--- src/rtl/branch_predictor_bht_if.sv ---
// Fetch-lookup and MEM-resolve signal bundle for the branch history table.
// The slave side is the predictor; the master side is the pipeline.
interface branch_predictor_bht_if #(
    parameter int PC_WIDTH = 32
);
    logic [PC_WIDTH-1:0] if_pc;
    logic                if_predict;
    logic                mem_valid;
    logic [PC_WIDTH-1:0] mem_pc;
    logic                mem_branch;
    logic                mem_branch_en;
    logic                mem_predicted;
    logic                mem_jump;
    logic                decision;
    logic                mistake;
    logic                branch_jump_trig;

    modport master (
        output if_pc, mem_valid, mem_pc, mem_branch,
        output mem_branch_en, mem_predicted, mem_jump,
        input  if_predict, decision, mistake, branch_jump_trig
    );

    modport slave (
        input  if_pc, mem_valid, mem_pc, mem_branch,
        input  mem_branch_en, mem_predicted, mem_jump,
        output if_predict, decision, mistake, branch_jump_trig
    );
endinterface

--- src/rtl/branch_predictor_bht.sv ---
// PC-indexed table of saturating counters: zero-latency lookup for IF,
// MEM-stage resolve and training, plus branch/mispredict statistics.
module branch_predictor_bht #(
    parameter int PC_WIDTH   = 32,
    parameter int IDX_BITS   = 4,
    parameter int CTR_WIDTH  = 2,
    parameter int STAT_WIDTH = 32
) (
    input  logic                  clk,
    input  logic                  rst_n,
    branch_predictor_bht_if.slave bus,
    output logic [STAT_WIDTH-1:0] branch_count,
    output logic [STAT_WIDTH-1:0] mispredict_count
);
    localparam int DEPTH = 1 << IDX_BITS;
    localparam logic [CTR_WIDTH-1:0] CTR_INIT =
        CTR_WIDTH'((1 << (CTR_WIDTH - 1)) - 1);
    localparam logic [CTR_WIDTH-1:0] CTR_MAX = '1;

    logic [CTR_WIDTH-1:0] bht [DEPTH];
    logic [IDX_BITS-1:0]  ridx;
    logic [IDX_BITS-1:0]  widx;
    logic [CTR_WIDTH-1:0] cur;
    logic [CTR_WIDTH-1:0] nxt;
    logic                 train;
    logic                 miss;

    assign ridx = bus.if_pc[IDX_BITS+1:2];
    assign widx = bus.mem_pc[IDX_BITS+1:2];

    // Untagged index: PC bits outside the index field are ignored.
    logic unused_pc_bits;
    assign unused_pc_bits = ^{bus.if_pc[PC_WIDTH-1:IDX_BITS+2],
                              bus.if_pc[1:0],
                              bus.mem_pc[PC_WIDTH-1:IDX_BITS+2],
                              bus.mem_pc[1:0]};

    assign bus.if_predict = bht[ridx][CTR_WIDTH-1];

    assign bus.decision = bus.mem_valid & bus.mem_branch
                        & bus.mem_branch_en;
    assign bus.mistake = bus.mem_valid & bus.mem_branch
                       & bus.mem_predicted & ~bus.mem_branch_en;
    assign bus.branch_jump_trig =
        (bus.mem_valid & bus.mem_branch & ~bus.mem_predicted
         & bus.mem_branch_en)
        | (bus.mem_valid & bus.mem_jump);

    assign train = bus.mem_valid & bus.mem_branch;
    assign miss  = bus.mistake
                 | (bus.branch_jump_trig & ~bus.mem_jump);
    assign cur   = bht[widx];

    always_comb begin
        nxt = cur;
        if (bus.mem_branch_en) begin
            if (cur != CTR_MAX) nxt = cur + CTR_WIDTH'(1);
        end else begin
            if (cur != '0) nxt = cur - CTR_WIDTH'(1);
        end
    end

    always_ff @(posedge clk or negedge rst_n) begin
        if (!rst_n) begin
            for (int i = 0; i < DEPTH; i++) bht[i] <= CTR_INIT;
            branch_count     <= '0;
            mispredict_count <= '0;
        end else if (train) begin
            bht[widx]    <= nxt;
            branch_count <= branch_count + STAT_WIDTH'(1);
            if (miss) mispredict_count <= mispredict_count + STAT_WIDTH'(1);
        end
    end
endmodule
--- src/flat_wrapper.sv ---
// flat-port wrapper written by rule: the top's interface ports become plain ports
module branch_predictor_bht_flat 
#(
    parameter int PC_WIDTH   = 32,
    parameter int IDX_BITS   = 4,
    parameter int CTR_WIDTH  = 2,
    parameter int STAT_WIDTH = 32
)
  (clk, rst_n, branch_count, mispredict_count, bus_if_pc, bus_mem_valid, bus_mem_pc, bus_mem_branch, bus_mem_branch_en, bus_mem_predicted, bus_mem_jump, bus_if_predict, bus_decision, bus_mistake, bus_branch_jump_trig);
  branch_predictor_bht_if #(.PC_WIDTH(PC_WIDTH)) bus_i ();
  input  logic clk;
  input  logic rst_n;
  output logic [STAT_WIDTH-1:0] branch_count;
  output logic [STAT_WIDTH-1:0] mispredict_count;
  input wire logic [$bits(bus_i.if_pc)-1:0] bus_if_pc;
  input wire logic [$bits(bus_i.mem_valid)-1:0] bus_mem_valid;
  input wire logic [$bits(bus_i.mem_pc)-1:0] bus_mem_pc;
  input wire logic [$bits(bus_i.mem_branch)-1:0] bus_mem_branch;
  input wire logic [$bits(bus_i.mem_branch_en)-1:0] bus_mem_branch_en;
  input wire logic [$bits(bus_i.mem_predicted)-1:0] bus_mem_predicted;
  input wire logic [$bits(bus_i.mem_jump)-1:0] bus_mem_jump;
  output wire logic [$bits(bus_i.if_predict)-1:0] bus_if_predict;
  output wire logic [$bits(bus_i.decision)-1:0] bus_decision;
  output wire logic [$bits(bus_i.mistake)-1:0] bus_mistake;
  output wire logic [$bits(bus_i.branch_jump_trig)-1:0] bus_branch_jump_trig;
  assign bus_i.if_pc = bus_if_pc;
  assign bus_i.mem_valid = bus_mem_valid;
  assign bus_i.mem_pc = bus_mem_pc;
  assign bus_i.mem_branch = bus_mem_branch;
  assign bus_i.mem_branch_en = bus_mem_branch_en;
  assign bus_i.mem_predicted = bus_mem_predicted;
  assign bus_i.mem_jump = bus_mem_jump;
  assign bus_if_predict = bus_i.if_predict;
  assign bus_decision = bus_i.decision;
  assign bus_mistake = bus_i.mistake;
  assign bus_branch_jump_trig = bus_i.branch_jump_trig;
  branch_predictor_bht #(.PC_WIDTH(PC_WIDTH), .IDX_BITS(IDX_BITS), .CTR_WIDTH(CTR_WIDTH), .STAT_WIDTH(STAT_WIDTH)) u_core (.clk(clk), .rst_n(rst_n), .bus(bus_i), .branch_count(branch_count), .mispredict_count(mispredict_count));
endmodule
--- config.mk ---
export PLATFORM = sky130hd
export DESIGN_NAME = branch_predictor_bht_flat
export DESIGN_NICKNAME = d
export VERILOG_FILES = /design/src/rtl/branch_predictor_bht_if.sv /design/src/rtl/branch_predictor_bht.sv /design/src/flat_wrapper.sv
export SDC_FILE = /design/constraint.sdc
export NUM_CORES = 1
export LEC_CHECK = 0
export CORE_ASPECT_RATIO = 2
export CORE_UTILIZATION = 50
export DETAILED_ROUTE_END_ITERATION = 12
export GPL_TIMING_DRIVEN = 1
export MAX_ROUTING_LAYER = met4
export PLACE_DENSITY = 0.95
export SLEW_MARGIN = 30
export SYNTH_ARGS = -nofsm -noshare
export SYNTH_HDL_FRONTEND = slang
export SYNTH_SLANG_ARGS = --single-unit
--- constraint.sdc ---
create_clock -name clk -period 5.6 [get_ports clk]
set_input_delay 1.4 -clock clk [delete_from_list [all_inputs] [get_ports clk]]
set_output_delay 1.4 -clock clk [all_outputs]
set_load 0.02 [all_outputs]
== Yosys cells after proc, flatten, opt, wreduce, memory -nomap -nowiden ==
Index checks and enable logic that the tools add are counted.

* Register bits: 96
* Bits in latches: 0
* RAM bits: 0
* Memory bits (read-only): 0
* Output and inout bits: 68
* Memories: 0

* $add $sub $neg: 4
* $mul: 0
* Div/mod/pow operators: 0
* Magnitude comparators: 3
* Equal/unequal tests: 1
* Shift operators: 0
* Mux-type cells: 12
* Bitwise gates (word level): 15
* Reduce and logical (&&, ||, !) cells: 3

{| class="wikitable"
|+ Operators by type and width
! kind !! number
|-
| 32-bit by 1-bit adder with 32-bit output (second input constant) || 2
|-
| 32-bit bitwise mux || 1
|-
| 2-bit binary-select mux with 4-bit select || 2
|-
| 2-bit two-way mux || 8
|-
| 5-bit >= comparator (second input constant) || 2
|-
| 4-bit NOT with 5-bit output || 2
|-
| 1-bit bitwise AND || 8
|-
| 2-bit demux with 4-bit select || 1
|-
| 5-bit by 1-bit < comparator with 1-bit output (second input constant) || 1
|-
| 1-bit NOT || 3
|-
| 2-bit by 1-bit adder with 2-bit output (second input constant) || 1
|-
| 2-bit inequality test (second input constant) || 1
|-
| 1-bit OR || 2
|-
| 2-bit AND reduction || 1
|-
| 2-bit nonzero test || 1
|-
| 2-bit by 1-bit subtractor with 2-bit output (second input constant) || 1
|-
| 1-bit logical AND || 1
|}

== Longest topological paths before layout ==
Gate-level depths: netlist of the first run.

* Depth in word-level cells: 8
* Depth in mapped cells: 7
* Gate-level depth less buffers: 6

== Worst setup path after synthesis of the first run ==
Ideal clock, no wire load.

* Path type: input-to-output
* Start: input bus_if_pc[2]
* End: output bus_if_predict
* Arrival time: 2405 ps
* Setup slack: 1795 ps
* Cell stages on the path: 2
* Path through: mux4_2 -> mux4_2

* Word-level cells in the longest chain between the ends: 4

{| class="wikitable"
|+ RTL lines
! element !! line !! source
|-
| start: declaration || flat_wrapper.sv:15 || <nowiki>input wire logic [$bits(bus_i.if_pc)-1:0] bus_if_pc;</nowiki>
|-
| 4-bit NOT with 5-bit output (implied by the code) || branch_predictor_bht.sv:38 || <nowiki>assign bus.if_predict = bht[ridx][CTR_WIDTH-1];</nowiki>
|-
| 2-bit binary-select mux with 4-bit select || branch_predictor_bht.sv:38 ||
|-
| 2-bit two-way mux (implied by the code) (2 in series) || branch_predictor_bht.sv:38 ||
|-
| end: declaration || flat_wrapper.sv:22 || <nowiki>output wire logic [$bits(bus_i.if_predict)-1:0] bus_if_predict;</nowiki>
|}

Every way passes these cells. The select of a mux whose other input is x is not followed.

== Worst setup path after layout of the first run ==
Ends and elaborated chain as after synthesis.

==> impl_metrics.yaml, run 1 <==
clocking:
  cts_htree_levels: 3
  ctsHoldBuffers: 0
  tritoncts_clock_tree: "done"
  cts_post_setup_buffers_inserted: 0
  clkSlewWorstSetupHoldPaths_ns: 0.07
  root_cell_of_the_clock_tree: "sky130_fd_sc_hd__clkbuf_16"
  cts_repair_resize_count: 0
  cts_buffer_depth: 2
  worst_skew_pair.late_latency_ns: 0.34
  cts.sink_count: 96
  cts_inserted_buffers: 9
timing:
  rel_slew_slack: 0.520
  tns_ns: 0
  grt_setup_unrepaired: "no"
  post-route-period-util: 0.902
  report.final.hold_viol_count: 0
  fin_crit_ns: 5.05
  fmax_ghz: 0.198
  worst-slew-pin-transition_ns: 0.717
  report.final.slew_viol_count: 0
  setup_viol_count_final: 0
  timing.clock.skew_ns: 0.0107
synthesis:
  synth_largest_type_area_fraction: 0.439
  synth_fp_nets: 448
  synth.most_common_cell: "sky130_fd_sc_hd__dfrtp_1"
  syn_area_per_cell_um2: 12.2
  synth_common_cells: "sky130_fd_sc_hd__dfrtp_1 (80), sky130_fd_sc_hd__xnor2_1 (47), sky130_fd_sc_hd__nand2_1 (40), sky130_fd_sc_hd__mux2_2 (33), sky130_fd_sc_hd__nor2_1 (22)"
  synth.distinct_cells: 33
  yosysSeqAreaShare: 0.531
  netlist_area_mm2: 0.00456
  cells_taking_the_most_area_after_synthesis: "sky130_fd_sc_hd__dfrtp_1 (44%), sky130_fd_sc_hd__dfstp_2 (9.2%), sky130_fd_sc_hd__xnor2_1 (9.0%), sky130_fd_sc_hd__mux2_2 (8.1%), sky130_fd_sc_hd__mux4_2 (4.9%)"
  async_reset_ff_frac: 1.00
  number_of_enable_type_register_cells_in_the_synthesized_netlist: 0
  synth-seq-cells: 96
  syn_inst: 375
  synth_ff_type: "sky130_fd_sc_hd__dfrtp_1"
  synth.yosys.warnings: 0
  synth_top_area_cell: "sky130_fd_sc_hd__dfrtp_1"
min_path:
  min_path_type: "reg2reg"
floorplanning:
  die_width_um: 69.5
  starting_density: 0.510
  core_area_mm2: 0.00895
  design.die.area_mm2: 0.00953
  rows: 49
  ios: 139
  die_y_um: 137
critical_path:
  timing.critical_path.required_ns: 4.20
  setup.worst_path.class: "in2out"
  crit_path_end_kind: "output port"
  cp-start-kind: "primary input"
  arrival_ns: 3.65
  critical_path.max_fanout: 4
pwr:
  p_leak_uw: 0.00247
  power_per_cell_area_mw_per_mm2: 311
  vdd.ir_drop.worst_mv: 0.242
drt:
  wire_length_per_cell_after_detailed_routing_um: 17.9
  detail_route.vias_per_cell: 5.85
  detail_route.wirelength_um: 10200
  first_pass_iters: 6
  drc_viols: 0
  via_total_after_detailed_routing: 3325
  detail_route.iter0.violations: 174
  remaining_antenna_violation_count: 0
layout:
  combined_flip_flop_and_latch_cell_area_mm2: 0.00242
  insertedDiodeCount: 0
  fill_cells: 653
  post_route_cells_drive_above_1_share: 0.178
  area_growth_syn_to_layout_pct: 26.7
  area_used_by_multi_input_combinational_logic_mm2: 0.00207
  final_nets: 534
  finalCoreUtilization: 0.646
grt:
  grt_max_degree: 56
  antenna_found_initial: 0
  total_routing_resource_utilization_after_global_routing: 0.229
  grt_first_pass_wirelength_um: 16500
  grt_pass1_vias: 3445
  global_route.overflow_total: 0
placed_design:
  place.port_buffers: 82
  dp_hpwl_um: 7420
  place_congestion: 0.843
run:
  max-cap-violations: 0
status:
  run_status: "complete, no violations"
-- per-stage QoR --
stage          instances  hold slack (ns)  worst slack, ns  cell area [um^2]  power, uW
2_1_floorplan        375            0.491             1.80              4560       1040
3_3_place_gp         552            0.459            0.563              5470       1170
3_5_place_dp         552            0.474            0.547              5470       1190
4_1_cts              568            0.484            0.548              5780       1810
5_1_grt              568            0.504            0.491              5780       1870
6_report             568            0.478            0.552              5780       1800
-- flip-flops by register name, indices dropped and copies added, names as in the netlist --
signal	count
u_core.bht	32
u_core.branch_count	32
u_core.mispredict_count	32
-- worst max-delay path, stage by stage --
cell and delay (ns):
sky130_fd_sc_hd__clkdlybuf4s50_1 0.67, sky130_fd_sc_hd__mux4_2 0.55, sky130_fd_sc_hd__mux4_2 0.48, sky130_fd_sc_hd__clkdlybuf4s50_1 0.55
-- metal layers --
layer | vias up | share of wire | GRT usage
met3 | 35 | 0.035 | 0.0309
li1 | 1500 | - | -
met5 | - | 0 | -
met2 | 113 | 0.57 | 0.412
met1 | 1677 | 0.36 | 0.238
met4 | 0 | 0.035 | 0.125
-- layout make-up --
class	instances	share of cell area
flip-flops and latches	96	0.419
repair buffers	84	0.144
clock inverters	6	0.0113
clock buffers	10	0.0413
well taps	102	0.0221
inverters	6	0.00390
multi-input cells	264	0.358
-- logic make-up after synthesis --
logic type,after synthesis,synth area share
AO/OA/AOI/OAI,5,0.00877
XOR/XNOR,62,0.119
adder cells (fa/ha/maj),4,0.0104
buffers and inverters,15,0.0175
flip-flops,96,0.531
multiplexers,46,0.148
AND/OR/NAND/NOR,147,0.165
-- power by group --
part / switching [uW] / internal (uW) / leakage (uW)
Combinational: 159 / 159 / 0.00107
Sequential: 71.5 / 785 / 0.00126
Clock: 263 / 360 / 0.000149
Total: 493 / 1300 / 0.00247
-- placed cells by master, fill, tap and decap left out, drive strengths merged --
cell / Yosys / layout
clkdlybuf4s50: 0 / 81
dfrtp: 80 / 80
xnor2: 47 / 47
nand2: 40 / 40
mux2: 33 / 33
nor2: 22 / 22
nand4: 21 / 21
nand3: 19 / 19
dfstp: 16 / 16
xor2: 15 / 15
mux4: 13 / 13
and3: 10 / 10
clkbuf: 4 / 10
nor3: 9 / 9
and4: 8 / 8
inv: 6 / 8
and2: 6 / 6
nor4: 4 / 4
nand2b: 3 / 3
buf: 5 / 3
nor2b: 2 / 2
maj3: 2 / 2
ha: 2 / 2
clkinv: 0 / 2
o21ai: 1 / 1
a22oi: 1 / 1
nand3b: 1 / 1
or3: 1 / 1
or3b: 1 / 1
a211o: 1 / 1
a2111oi: 1 / 1
a21oi: 1 / 1
clkinvlp: 0 / 1
bufinv: 0 / 1
-- path summary, 6_finish.rpt --
check                                                  from                           to  slack (ns)  depth (start not counted)
worst min register to register  u_core.mispredict_count[31]  u_core.mispredict_count[31]        0.48                          1
worst max register to register       u_core.branch_count[0]      u_core.branch_count[28]        3.14                          6
min in group asynchronous                             rst_n       u_core.branch_count[6]        1.02                          1
worst max-delay path                           bus_if_pc[2]               bus_if_predict        0.55                          4
worst min-delay path            u_core.mispredict_count[31]  u_core.mispredict_count[31]        0.48                          1
max in group asynchronous                             rst_n               u_core.bht[23]        3.47                          2
No activity file was read; power rests on OpenSTA's default activity.
==> run 2: changes to the inputs <==
CAP_MARGIN = 10   (was not set)
==> results of run 2 <==
No change in the layout: final DEF, timing and power equal those of run 1.
